## config.mk

```make
export PLATFORM = sky130hd
export DESIGN_NAME = out_port_sched
export DESIGN_NICKNAME = d
export VERILOG_FILES = /design/src/rtl/out_port_sched_pkg.sv /design/src/rtl/out_port_sched_rr_arb4.sv /design/src/rtl/out_port_sched.sv
export SDC_FILE = /design/constraint.sdc
export NUM_CORES = 1
export LEC_CHECK = 0
export ABC_AREA = 1
export BUFFER_PORTS_ARGS = -buffer_cell sky130_fd_sc_hd__buf_2
export CAP_MARGIN = 10
export CORE_MARGIN = 5
export CORE_UTILIZATION = 32
export CTS_CLUSTER_SIZE = 24
export DETAILED_ROUTE_END_ITERATION = 10
export GPL_TIMING_DRIVEN = 0
export PLACE_DENSITY_LB_ADDON = 0.12
export SKIP_CTS_REPAIR_TIMING = 1
export SYNTH_ARGS = -nofsm -noshare
export SYNTH_HDL_FRONTEND = slang
export SYNTH_SLANG_ARGS = --single-unit
```

## constraint.sdc

```tcl
create_clock -name clk -period 5.4 [get_ports clk]
set_input_delay 0.27 -clock clk [delete_from_list [all_inputs] [get_ports clk]]
set_output_delay 0.27 -clock clk [all_outputs]
set_load 0.02 [all_outputs]
```

## src/rtl/out_port_sched_pkg.sv

```systemverilog
// Shared router definitions: default flit width, requester indices and the
// output-port lock FSM states.
package out_port_sched_pkg;

  localparam int unsigned DATA_W_DEF = 64;
  localparam int unsigned NREQ_DEF   = 4;

  localparam logic [1:0] IDX_N = 2'd0;
  localparam logic [1:0] IDX_E = 2'd1;
  localparam logic [1:0] IDX_S = 2'd2;
  localparam logic [1:0] IDX_W = 2'd3;

  typedef enum logic {
    ST_ARB  = 1'b0,
    ST_LOCK = 1'b1
  } sched_state_t;

endpackage

```

## src/rtl/out_port_sched_rr_arb4.sv

```systemverilog
// 4-way round-robin arbiter; the priority pointer moves to the slot after
// the winner only on a cycle where en is high and something is granted.
module rr_arb4 (
  input  logic       clk,
  input  logic       rst,
  input  logic [3:0] req,
  input  logic       en,
  output logic [3:0] gnt
);

  logic [1:0] r_ptr;
  logic [1:0] w_win;
  logic       w_found;

  always_comb begin
    gnt     = '0;
    w_win   = '0;
    w_found = 1'b0;
    for (int unsigned i = 0; i < 4; i++) begin
      logic [1:0] w_idx;
      w_idx = r_ptr + 2'(i);
      if (en && !w_found && req[w_idx]) begin
        w_found    = 1'b1;
        w_win      = w_idx;
        gnt[w_idx] = 1'b1;
      end
    end
  end

  always_ff @(posedge clk) begin
    if (rst) begin
      r_ptr <= '0;
    end else if (w_found) begin
      r_ptr <= w_win + 2'd1;
    end
  end

endmodule

```

## src/rtl/out_port_sched.sv

```systemverilog
// Output-port scheduler: round-robin head arbitration, per-packet grant lock
// and a 1-entry valid/ready output register.
module out_port_sched
  import out_port_sched_pkg::*;
#(
  parameter int unsigned DATA_W = DATA_W_DEF,
  parameter int unsigned NREQ   = NREQ_DEF
) (
  input  logic                   clk,
  input  logic                   reset_n,
  input  logic [NREQ-1:0]        in_valid,
  input  logic [NREQ*DATA_W-1:0] in_data,
  input  logic [NREQ-1:0]        in_last,
  output logic [NREQ-1:0]        in_ready,
  output logic                   out_valid,
  output logic [DATA_W-1:0]      out_data,
  output logic                   out_last,
  input  logic                   out_ready,
  output logic                   lock_active,
  output logic [1:0]             lock_owner
);

  sched_state_t      r_state;
  logic [1:0]        r_owner;
  logic              r_out_valid;
  logic [DATA_W-1:0] r_out_data;
  logic              r_out_last;

  logic              w_load;
  logic              w_arb_en;
  logic [3:0]        w_gnt;
  logic [NREQ-1:0]   w_in_ready;
  logic              w_xfer;
  logic [1:0]        w_sel;
  logic [DATA_W-1:0] w_sel_data;
  logic              w_sel_last;

  assign w_load   = !r_out_valid || out_ready;
  assign w_arb_en = reset_n && (r_state == ST_ARB) && w_load;

  rr_arb4 u_arb (
    .clk (clk),
    .rst (~reset_n),
    .req (in_valid),
    .en  (w_arb_en),
    .gnt (w_gnt)
  );

  // Grants are suppressed while reset is asserted so nothing is accepted
  // on a cycle whose register update will be discarded.
  always_comb begin
    w_in_ready = '0;
    if (reset_n) begin
      if (r_state == ST_ARB) begin
        w_in_ready = w_gnt;
      end else if (w_load && in_valid[r_owner]) begin
        w_in_ready[r_owner] = 1'b1;
      end
    end
  end

  always_comb begin
    w_sel = '0;
    for (int unsigned i = 0; i < NREQ; i++) begin
      if (w_in_ready[i]) w_sel = 2'(i);
    end
  end

  assign w_xfer     = |(in_valid & w_in_ready);
  assign w_sel_data = in_data[w_sel*DATA_W +: DATA_W];
  assign w_sel_last = in_last[w_sel];

  always_ff @(posedge clk) begin
    if (!reset_n) begin
      r_out_valid <= 1'b0;
      r_out_data  <= '0;
      r_out_last  <= 1'b0;
    end else if (w_xfer) begin
      r_out_valid <= 1'b1;
      r_out_data  <= w_sel_data;
      r_out_last  <= w_sel_last;
    end else if (out_ready) begin
      r_out_valid <= 1'b0;
    end
  end

  always_ff @(posedge clk) begin
    if (!reset_n) begin
      r_state <= ST_ARB;
      r_owner <= IDX_N;
    end else begin
      case (r_state)
        ST_ARB: begin
          if (w_xfer && !w_sel_last) begin
            r_state <= ST_LOCK;
            r_owner <= w_sel;
          end
        end
        ST_LOCK: begin
          if (w_xfer && w_sel_last) r_state <= ST_ARB;
        end
        default: r_state <= ST_ARB;
      endcase
    end
  end

  assign in_ready    = w_in_ready;
  assign out_valid   = r_out_valid;
  assign out_data    = r_out_data;
  assign out_last    = r_out_last;
  assign lock_active = (r_state == ST_LOCK);
  assign lock_owner  = r_owner;

endmodule

```

## After elaboration in Yosys (flattened, before gate mapping)

Cells that the tools add are included.
W data, S select, Z words.

- Register bits after elaboration: 71

- $add $sub $neg: 4
- Magnitude comparators: 11
- Shift operators: 1
- Muxes and demuxes: 45
- Bitwise logic cells: 5
- Reductions and logical operators: 26

Operators with widths:

| operator | number |
|---|---|
| $shiftx A256 B9 Y64 | 1 |
| $mux W4 | 7 |
| $mux W1 | 20 |
| $lt A2 B3 Y1 const B | 6 |
| $logic_and A1 B1 Y1 | 17 |
| $bmux W1 S2 | 6 |
| $mux W2 | 6 |
| $or A4 B4 Y4 | 3 |
| $demux W1 S2 | 5 |
| $ge A2 B1 Y1 const B | 5 |
| $logic_not A1 Y1 | 5 |
| $add A2 B1 Y2 const B | 2 |
| $add A2 B2 Y2 const B | 2 |
| $and A4 B4 Y4 | 1 |
| $reduce_or A4 Y1 | 1 |
| $pmux W1 S2 | 1 |
| $reduce_and A2 Y1 | 1 |
| $reduce_bool A2 Y1 | 1 |
| $logic_or A1 B1 Y1 | 1 |
| $not A1 Y1 | 1 |

## Depth between registers and ports, before layout

- Depth in word-level cells: 28
- Mapped depth: 20
- Depth with buffers taken out: 19

## Modules after synthesis

A second synthesis with hierarchy kept.

- Cell total of the unflattened synthesis: 813
- Area, all modules: 5057.4 µm²

Modules (own cells, without submodules):

| module | instances | cells an instance | area an instance (µm²) | sequential area each (µm²) |
|---|---|---|---|---|
| out_port_sched | 1 | 722 | 4506.8 | 1381.3 |
| rr_arb4 | 1 | 91 | 550.5 | 40.0 |

## Least setup slack after synthesis

No wires, ideal clock.

- Path kind: register -> register
- Start point: register u_arb.r_ptr[1]
- End point: register r_out_data[0] (netlist: out_data[0])
- Setup time: 128 ps
- Data arrival time: 2597 ps
- Required time: 5272 ps
- Path slack: 2674 ps
- Stages on the path, launching flop included: 19
- Path buffers: 2
- Path through: dfxtp_1 > inv_2 > ha_1 > inv_1 > nand3_1 > nand2_2 > nand3_1 > nor3_1 > nor2_2 > a21oi_4 > nand2_2 > nand2_2 > inv_2 > buf_6 > buf_6 > nor2_2 > nor2_1 > nor2_1 > a21oi_1

- Word-level cells in the longest chain between the ends: 22

RTL lines:

| element | line | text |
|---|---|---|
| start: declaration | out_port_sched_rr_arb4.sv:11 | `logic [1:0] r_ptr;` |
| start signal: assignment | out_port_sched_rr_arb4.sv:34 | `r_ptr <= w_win + 2'd1;` |
| parallel branches: the longest is 15 deep, another holds $lt A2 B3 Y1 | n/a |  |
| $mux W4 (*) | out_port_sched_rr_arb4.sv:22 | `if (en && !w_found && req[w_idx]) begin` |
| $mux W4 (*) | out_port_sched.sv:54 | `if (r_state == ST_ARB) begin` |
| $mux W4 (*) | out_port_sched.sv:53 | `if (reset_n) begin` |
| net in_ready[1] | out_port_sched.sv:14 | `output logic [NREQ-1:0] in_ready,` |
| $mux W1 | out_port_sched.sv:65 | `if (w_in_ready[i]) w_sel = 2'(i);` |
| $mux W2 (2 in a row) | out_port_sched.sv:65 |  |
| $shiftx A256 B9 Y64 | out_port_sched.sv:70 | `assign w_sel_data = in_data[w_sel*DATA_W +: DATA_W];` |
| end signal: assignment | out_port_sched.sv:80 | `r_out_data <= w_sel_data;` |
| end: declaration | out_port_sched.sv:26 | `logic [DATA_W-1:0] r_out_data;` |

Mark *: on every way through the listed nets, which the timed path passes. The select of a mux whose other input is x is not followed.
A chain may end at the register's enable or synchronous reset.

## Final worst setup path

- Start point: register u_arb.r_ptr[0]
- End point: register r_out_data[22] (netlist: out_data[22])

- Word-level cells in the longest chain between the ends: 22

RTL lines:

| element | line |
|---|---|
| parallel branches: the longest is 15 deep, another holds $lt A2 B3 Y1 | n/a |
| $mux W4 (*) | out_port_sched_rr_arb4.sv:22 |
| $mux W4 (*) | out_port_sched.sv:54 |
| $mux W4 (*) | out_port_sched.sv:53 |
| $mux W1 | out_port_sched.sv:65 |
| $mux W2 (2 in a row) | out_port_sched.sv:65 |
| $shiftx A256 B9 Y64 | out_port_sched.sv:70 |

Every way passes the cells marked *. The select of a mux whose other input is x is not followed.

==> out/results.txt <==
mux cell area share after synthesis: 0.00165
VDD IR-drop max: 181 uV
Final Hold Fails: 0
Area Growth Syn to Fin: 37.2%
most instantiated cells after synthesis: inv_1, nand2_1, nor2_1, o21ai_0, a21oi_1
Adder-Cell Fraction of Synth Area: 0.0165
fin. max-slew vios: 0
fmax: 0.286 GHz
Via density: 4.51
Avg Inst Size Synth: 5.67 um^2
Setup TNS: 0 ns
XOR/XNOR Fraction of Synth Area: 0.00144
Clock Tree Root: clkbuf_16
slowest cell on the critical path: dfxtp_1
Largest delay share family, worst path: buffers and inverters
multi-input logic area: 3420 um^2
DR pass1 iterations: 5
Cell Area, Synth: 6070 um^2
top cells by area, synth: dfxtp_1, inv_1, o21ai_0, nand2_1, nor2_1
status: finished, final reports clean
count leader, synth: inv_1
Seq/Total Area, Yosys: 0.234
leakage power: 0.00526 uW
Hold Crit Class: input pin to register
Reg power frac: 0.181
die area: 21,800 um^2
Starting DRT DRC Count: 237
FILL cells: 2,118
Clock Path Buffers: 2
FF-to-FF Start: u_arb.r_ptr[0]$_SDFFE_PN0P_
share of cells above drive strength 1: 0.331
die extent in y: 148 um
Post-synth EDFFs: 0
vias in the first global route: 7,330
RSZ-0062 raised after global routing: no
Reg2Reg Capture Point: out_data[22]$_SDFFE_PN0P_
cell-by-cell trace of the critical path: inv_2 > ha_1 > inv_1 > nand3_1 > nand2_2 > inv_2 > o21ai_4 > nand4_1 > nand2_2 > nand2_4 > buf_6 > clkbuf_1 > o21ai_0 > inv_1 > o21ai_1 > clkinv_1 > nor2_1 > a21oi_1
Worst Path Arrival: 3.70 ns
post-synthesis compound-gate area fraction: 0.232
register area: 1420 um^2
Worst Path Required: 5.61 ns
# diodes: 0
DR WL/cell: 14.9 um
Cells after Synth: 1,072
via count: 7,491
sw frac: 0.528
initial antenna violation count: 1
clk sink count: 71
Num CTS Buffers: 9
GRT overflow: 0
I/O pin cnt: 340
largest net degree at the start of global routing: 12
final WL: 24,700 um
gpl congestion: 0.881
final setup fails: 0
internal power: 2020 uW
WHS Path Cells: 5
Net Sw Power: 2260 uW
Max Clock Skew: 0.00545 ns
reg2reg path depth: 18
TritonCTS clock tree: yes
Setup crit start kind: register
H-tree level count: 3
hold path start: in_data[178]
relative slew slack: 0.620
DP Area: 8060 um^2
synthesis-stage register bit count: 71
CP Capture Type: register
max_cap viols: 0
Worst-path clk slew: 0.06 ns
Worst Tran Pin Value: 0.570 ns
ys flop type: dfxtp_1
YS warnings: 0
drt drc: 0
leading area contributor after synthesis: dfxtp_1
top cell type's share of synthesized area: 0.234
Unique masters post-synth: 33
Post-DP HPWL: 20,400 um
Routed Antenna Nets: 0
first-pass GRT wire length: 38,200 um
fin crit share: 0.647
critical path fanouts, max: 10
hold endpoint: out_data[50]$_SDFFE_PN0P_
Final #Nets: 1,696
gr usage total: 0.219
core area: 18,700 um^2
clock share of power: 0.131
chip width: 148 um
Row Count: 50
sum of buffers and inverters on the critical path: 7
Net Count, Synth: 1,347
Async SR Flop Fraction: 0
post-route cell area: 8340 um^2
power share of the combinational group: 0.688
Tmin final: 3.49 ns
PortBufs: 338
power density cells: 514 nW/um^2
largest family of logic cells by synthesized area: simple AND/OR/NAND/NOR gates
Starting Density: 0.325
Post-Synth Simple-Gate Area: 0.313
Worst-Skew Late Latency: 0.34 ns
r2r setup slk: 1.91 ns
Crit path largest cell delay: 0.58 ns
critical path class: register to register
-- metrics by stage --
| stage | setup WS, ns | hold WS [ns] | instances | utilization | total power, uW |
|---|---|---|---|---|---|
| after floorplan | 2.67 | 0.511 | 1072 | - | 2870 |
| after global placement | 1.92 | 0.451 | 1644 | 0.431 | 3750 |
| after detailed placement | 1.96 | 0.451 | 1644 | 0.431 | 3760 |
| after CTS | 1.94 | 0.265 | 1660 | 0.446 | 4340 |
| after global routing | 1.57 | 0.272 | 1660 | 0.446 | 4730 |
| final | 1.91 | 0.276 | 1660 | 0.446 | 4280 |
-- cells in the final DEF, fill, tap and decap left out, types with 11 or more instances in the layout --
cell type and count:
nand2_1 174, nor2_2 53, nor2_1 159, a21oi_1 72, inv_1 185, o21ai_0 131
buf_6 15, o21ai_1 66, nand2_2 12, clkbuf_1 28, nand3_1 16, dfxtp_1 71
buf_2 349, buf_4 11, clkinv_1 25
-- worst max path at each step --
stage | startpoint | end | slack (ns) | depth (start not counted)
floorplan | u_arb.r_ptr[1]$_SDFFE_PN0P_ | out_data[0]$_SDFFE_PN0P_ | 2.67 | 18
global placement | u_arb.r_ptr[0]$_SDFFE_PN0P_ | out_data[22]$_SDFFE_PN0P_ | 1.92 | 18
detailed placement | u_arb.r_ptr[0]$_SDFFE_PN0P_ | out_data[22]$_SDFFE_PN0P_ | 1.96 | 18
CTS | u_arb.r_ptr[0]$_SDFFE_PN0P_ | out_data[22]$_SDFFE_PN0P_ | 1.94 | 18
global route | u_arb.r_ptr[0]$_SDFFE_PN0P_ | out_data[22]$_SDFFE_PN0P_ | 1.57 | 18
finish | u_arb.r_ptr[0]$_SDFFE_PN0P_ | out_data[22]$_SDFFE_PN0P_ | 1.91 | 18
-- cell families after synthesis --
group	after synthesis
simple gates	435
buf+inv	282
compound gates	274
flops	71
fa+ha+maj	8
xor+xnor	1
mux	1
-- metal layers --
metal	global-route usage	up-vias	share of wire
met4	0.0680	2	0.026
met2	0.387	236	0.49
met5	0	-	0.00028
li1	-	3978	-
met3	0.0622	40	0.071
met1	0.257	3235	0.41
-- power groups by stage --
stage	Clock, uW	Combinational, uW	Sequential, uW
5_1_grt	597	3340	793
4_1_cts	577	2990	774
3_3_place_gp	0	2970	781
6_report	561	2940	777
2_1_floorplan	0	1930	945
3_5_place_dp	0	2980	782
-- sequential cells by signal (all words and copies together), names as in the netlist --
signal / cells
u_arb.r_ptr: 2
out_data: 64
out_last: 1
lock_owner: 2
out_valid: 1
lock_active: 1
-- layout make-up --
cell class	count	area share
inverters	218	0.0982
plain buffers	64	0.0491
clock inverters	3	0.00210
repair buffers	338	0.203
flip-flops and latches	71	0.171
multi-input cells	719	0.411
well taps	234	0.0351
clock buffers	13	0.0312
-- worst reg2reg max path: cells and delay by family (launching register included) --
kind	cells	cell delay, ns
buffers and inverters	7	1.01
AOI/OAI and AO/OA	4	0.69
and+or+nand+nor	6	0.68
DFF	1	0.58
adders and majority gates	1	0.40
(Power assumes the default switching activity.)
